File: src/rtl/mfp_timer_pkg.sv
// Shared encodings for the MFP-style timer: mode decode, control bit positions
// and the prescale divisor table.
package mfp_timer_pkg;

  localparam int unsigned CTRL_PS_LSB  = 0;
  localparam int unsigned CTRL_PS_MSB  = 2;
  localparam int unsigned CTRL_MODE    = 3;
  localparam int unsigned CTRL_ONESHOT = 4;
  localparam int unsigned CTRL_CLR_TO  = 5;

  localparam logic [3:0] MODE_STOPPED = 4'b0000;
  localparam logic [3:0] MODE_EVENT   = 4'b1000;

  typedef enum logic [1:0] {
    ModeStop,
    ModeDelay,
    ModeEvent,
    ModePulse
  } mode_e;

  function automatic mode_e decode_mode(input logic [3:0] ctrl);
    if (ctrl == MODE_STOPPED)  return ModeStop;
    else if (ctrl == MODE_EVENT) return ModeEvent;
    else if (ctrl[3])          return ModePulse;
    else                       return ModeDelay;
  endfunction

  // Code 0 has no divisor; the prescaler is held clear whenever it is selected.
  function automatic logic [7:0] prescale_div(input logic [2:0] code);
    case (code)
      3'd1:    return 8'd4;
      3'd2:    return 8'd10;
      3'd3:    return 8'd16;
      3'd4:    return 8'd50;
      3'd5:    return 8'd64;
      3'd6:    return 8'd100;
      3'd7:    return 8'd200;
      default: return 8'd0;
    endcase
  endfunction

endpackage

File: src/rtl/mfp_timer_n_prescaler.sv
// XCLK_EN divider: one-cycle TICK on the strobe at which the count reaches divisor-1.
module mfp_prescaler
  import mfp_timer_pkg::*;
(
  input  logic       CLK,
  input  logic       RST,
  input  logic       XCLK_EN,
  input  logic [2:0] CODE,
  input  logic       CLEAR,
  output logic       TICK
);

  logic [7:0] r_cnt;
  logic [7:0] w_div;
  logic       w_last;

  assign w_div  = prescale_div(CODE);
  assign w_last = (r_cnt == (w_div - 8'd1));
  assign TICK   = XCLK_EN && !CLEAR && (CODE != 3'd0) && w_last;

  always_ff @(posedge CLK) begin
    if (RST || CLEAR) begin
      r_cnt <= 8'd0;
    end else if (XCLK_EN) begin
      r_cnt <= w_last ? 8'd0 : r_cnt + 8'd1;
    end
  end

endmodule

File: src/rtl/mfp_timer_n.sv
// MFP-style timer channel: delay, event-count and pulse-width modes with a
// reloadable down-counter, toggle output and timeout pulse.
module mfp_timer_n
  import mfp_timer_pkg::*;
#(
  parameter int unsigned WIDTH          = 8,
  parameter bit          TI_ACTIVE_HIGH = 1'b1
) (
  input  logic             CLK,
  input  logic             RST,
  input  logic             CLK_EN,
  input  logic             XCLK_EN,
  input  logic             DAT_WE,
  input  logic [WIDTH-1:0] DAT_I,
  output logic [WIDTH-1:0] DAT_O,
  input  logic             CTRL_WE,
  input  logic [5:0]       CTRL_I,
  output logic [4:0]       CTRL_O,
  input  logic             T_I,
  output logic             T_O,
  output logic             T_O_PULSE,
  output logic             PULSE_MODE,
  output logic             RUNNING,
  output logic [WIDTH-1:0] SET_DATA_OUT
);

  logic [WIDTH-1:0] r_data, r_counter, r_dat_o;
  logic [4:0]       r_ctrl;
  logic             r_ti_s1, r_ti_s2, r_ti_prev;
  logic             r_count_en, r_t_o, r_t_o_pulse, r_os_stop;

  mode_e w_mode;
  logic  w_stopped, w_ti_pol, w_presc_clr, w_presc_tick, w_tick, w_timeout, w_stop_wr;

  assign w_mode      = decode_mode(r_ctrl[3:0]);
  assign w_stopped   = (w_mode == ModeStop);
  assign w_ti_pol    = TI_ACTIVE_HIGH ? T_I : ~T_I;
  assign w_presc_clr = w_stopped || (w_mode == ModeEvent) || CTRL_WE;
  assign w_stop_wr   = CTRL_WE && (CTRL_I[3:0] == MODE_STOPPED);
  assign w_timeout   = r_count_en && !w_stopped && (r_counter == WIDTH'(1));

  mfp_prescaler u_prescaler (
    .CLK     (CLK),
    .RST     (RST),
    .XCLK_EN (XCLK_EN),
    .CODE    (r_ctrl[CTRL_PS_MSB:CTRL_PS_LSB]),
    .CLEAR   (w_presc_clr),
    .TICK    (w_presc_tick)
  );

  always_comb begin
    w_tick = 1'b0;
    case (w_mode)
      ModeDelay: w_tick = w_presc_tick;
      ModeEvent: w_tick = r_ti_s2 && !r_ti_prev;
      ModePulse: w_tick = w_presc_tick && r_ti_s2;
      default:   w_tick = 1'b0;
    endcase
  end

  always_ff @(posedge CLK) begin
    if (RST) begin
      r_data      <= '0;
      r_counter   <= '0;
      r_dat_o     <= '0;
      r_ctrl      <= '0;
      r_ti_s1     <= 1'b0;
      r_ti_s2     <= 1'b0;
      r_ti_prev   <= 1'b0;
      r_count_en  <= 1'b0;
      r_t_o       <= 1'b0;
      r_t_o_pulse <= 1'b0;
      r_os_stop   <= 1'b0;
    end else begin
      r_ti_s1     <= w_ti_pol;
      r_ti_s2     <= r_ti_s1;
      r_ti_prev   <= r_ti_s2;
      r_count_en  <= w_tick && !w_stop_wr;
      r_t_o_pulse <= w_timeout;
      r_os_stop   <= w_timeout && r_ctrl[CTRL_ONESHOT];

      if (DAT_WE) r_data <= DAT_I;

      // A data write landing on a timeout reloads from the new value.
      if (DAT_WE && (w_stopped || w_timeout)) r_counter <= DAT_I;
      else if (w_timeout)                     r_counter <= r_data;
      else if (r_count_en && !w_stopped)      r_counter <= r_counter - WIDTH'(1);

      if (CTRL_WE)        r_ctrl      <= CTRL_I[4:0];
      else if (r_os_stop) r_ctrl[3:0] <= MODE_STOPPED;

      if (CTRL_WE && CTRL_I[CTRL_CLR_TO]) r_t_o <= 1'b0;
      else if (w_timeout)                 r_t_o <= ~r_t_o;

      if (CLK_EN) r_dat_o <= r_counter;
    end
  end

  assign DAT_O        = r_dat_o;
  assign CTRL_O       = r_ctrl;
  assign T_O          = r_t_o;
  assign T_O_PULSE    = r_t_o_pulse;
  assign PULSE_MODE   = (w_mode == ModePulse);
  assign RUNNING      = !w_stopped;
  assign SET_DATA_OUT = r_data;

endmodule

File: config.mk
export PLATFORM = sky130hd
export DESIGN_NAME = mfp_timer_n
export DESIGN_NICKNAME = d
export VERILOG_FILES = /design/src/rtl/mfp_timer_pkg.sv /design/src/rtl/mfp_timer_n_prescaler.sv /design/src/rtl/mfp_timer_n.sv
export SDC_FILE = /design/constraint.sdc
export NUM_CORES = 1
export LEC_CHECK = 0
export CORE_UTILIZATION = 50
export CTS_BUF_LIST = sky130_fd_sc_hd__clkbuf_16
export CTS_CLUSTER_SIZE = 30
export DETAILED_ROUTE_END_ITERATION = 8
export MAX_ROUTING_LAYER = met4
export PLACE_DENSITY = 0.82
export SLEW_MARGIN = 20
export SYNTH_ARGS = -nofsm -noshare
export SYNTH_HDL_FRONTEND = slang
export SYNTH_SLANG_ARGS = --single-unit
File: constraint.sdc
create_clock -name CLK -period 8.4 [get_ports CLK]
set_input_delay 2.1 -clock CLK [delete_from_list [all_inputs] [get_ports CLK]]
set_output_delay 2.1 -clock CLK [all_outputs]
set_load 0.02 [all_outputs]
==> run metrics <==
run status=finished, final reports clean; Die Area=0.00492 mm²; Setup crit end kind=output pin; Netlist Area Pre-Place=0.00232 mm²; hold depth=1; Synth top cells by count=48 x nor2_1, 44 x dfxtp_1, 24 x mux2i_1, 16 x a21oi_1, 14 x nand2_1; min cycle time layout=4.19 ns; Synth Net Count=295; largest net degree at the start of global routing=38; Seq/Total Area, Yosys=0.379; top fanout value on the critical path=13; global-route wire length before repair=8690 µm; Synth cell types=52; Synth area leaders=dfxtp_1 38%, mux2i_1 10%, nor2_1 7.8%; arrival time at the worst endpoint=2.09 ns; Hold Path Class=flop to flop; Final Max Tran Viols=0; Worst Path Required=6.30 ns; DRT Pass-1 Iters=4; clock root buffer=clkbuf_16; drt drc=0; I/O Buffers=45; DP Area=0.00278 mm²; Vias=2,038; Max H-tree Level=2; leakage=1.15 nW; share of the synthesized area in the top cell type=0.379; drt wl/cell=14.8 µm; Initial Util=0.526; critical path depth in cells=3; P per Cell Area=195 mW/mm²; total CTS buffers=5; nets@finish=332; Design Area, Final=0.00295 mm²; CP max-delay cell=nor4_2; total power=0.574 mW; RePlAce Congestion=0.911; critical path's largest stage delay=0.62 ns; grt ovf=0; Clock Latency Late Sink=0.29 ns; fmax=239 MHz; share of layout cells above drive strength 1=0.0584; Worst Skew=0.00222 ns; CP Buf/Inv Count=2; area of the multi-input gates=0.00135 mm²; critical path class=flop to output pin; dpl hpwl=3610 µm; initial antenna violation count=0; CORE AREA=0.00441 mm²; Detail Route Antenna Nets=0; P&R area growth vs syn=26.8%; clock transition at the registers of the reported paths=0.06 ns; Clock Path Buffers=2; RSZ-0062 raised after global routing=no; FP Rows=24; setup_tns=0 ns; startpoint types=flop; top-count cell post-synth=nor2_1; Slew HR=0.536; vias in the first global route=1,835; CTS resizes=0; Filler Cells Inserted=364; cell taking the most area after synthesis=dfxtp_1; vias per cell=5.66; EDFF count, synth=0; I/O Pins=46; final period utilization=0.499; FF-to-FF path depth=9; endpoints failing hold=0; critical-path cell list=nor4_2 -> inv_2 -> clkdlybuf4s50_1; largest vdd supply drop=0.125 mV; worst hold slack=0.442 ns; Total Routing Usage GR=0.230; Sequential Area=881 µm²; Routed WL=5340 µm; synthesis-stage register bit count=44; setup violators final=0; die height=70.2 µm; Iteration-0 DRC Markers=135; # clock sinks=44; n_diodes=0; Synthesis Warnings=0; family with the most delay on the worst path=buffers and inverters; Post-Syn Instances=270; post-synthesis async set-or-reset flop share=0; CTS tree=yes; dominant synthesized flop cell=dfxtp_1; worst-margin pin slew=0.694 ns; syn_area_per_cell=8.61 µm²; Post-CTS Hold Buffers=0; Max-cap violations=0; die width=70.2 µm; Post-CTS Setup Bufs=0
-- cell type report --
class                      count  area share
timing repair buffer          46       0.155
multi-input combinational    202       0.456
sequential                    44       0.299
inverter                       8      0.0102
tap                           52      0.0221
clock buffer                   5      0.0425
clock inverter                 3      0.0144
-- logic make-up after synthesis --
family	count (synthesis)	share of synthesized area
and+or+nand+nor	118	0.269
AOI/OAI and AO/OA	45	0.143
muxes	24	0.103
adders and majority gates	4	0.0215
xor gates and xnor gates	11	0.0415
DFF	44	0.379
buffers and inverters	24	0.0420
-- worst paths after layout --
path,slack (ns),from,endpoint
setup / recovery,4.21,CTRL_O[1],RUNNING
hold / removal,0.44,r_ti_s1,r_ti_s2
setup reg to reg,5.27,CTRL_O[2],r_count_en
hold reg to reg,0.44,r_ti_s1,r_ti_s2
-- power breakdown --
group          total (mW)  switching [mW]  leakage (nW)  internal (mW)
Clock               0.225          0.0848        0.0814          0.140
Combinational       0.113          0.0567         0.707         0.0565
Sequential          0.236          0.0159         0.360          0.220
-- cell usage in the layout (no fill, tap or decap), drive strengths merged, types with 2 or more instances in the layout --
master,n
nor3,7
a221oi,2
o221ai,2
nand2b,7
a211oi,6
clkinv,2
clkbuf,5
nand4b,3
nor4,2
a21oi,16
nand3,12
ha,4
and2,2
a311oi,2
clkdlybuf4s50,45
nor3b,5
nor2,48
dfxtp,44
o211ai,4
nor2b,6
nand2,14
mux2i,24
inv,8
a31oi,2
or3,3
xnor2,5
or4,3
xor2,6
o21ai,2
o22ai,2
-- worst register-to-register path, delay by kind of cell (launching register included) --
kind | cells | cell delay (ns)
DFF | 1 | 0.68
and+or+nand+nor | 5 | 1.29
xor gates and xnor gates | 1 | 0.20
adders and majority gates | 1 | 0.30
AOI/OAI and AO/OA | 2 | 0.58
-- metrics by stage --
| stage | worst slack [ns] | cells | util |
|---|---|---|---|
| 2_1_floorplan | 5.06 | 270 | - |
| 3_3_place_gp | 4.48 | 352 | 0.630 |
| 3_5_place_dp | 4.42 | 352 | 0.630 |
| 4_1_cts | 4.24 | 360 | 0.668 |
| 5_1_grt | 4.11 | 360 | 0.668 |
| 6_report | 4.21 | 360 | 0.668 |
-- layer usage --
metal | share of wire | track usage
met1 | 0.49 | 0.317
met2 | 0.44 | 0.330
met3 | 0.060 | 0.0476
met4 | 0.015 | 0.0889
met5 | 0 | -
-- flip-flops by register name (all words and copies together) (netlist names), 5 cells and up --
register and flops:
CTRL_O 5, r_counter 8, DAT_O 8, SET_DATA_OUT 8
u_prescaler.r_cnt 8
No activity file was read; power rests on OpenSTA's default activity.
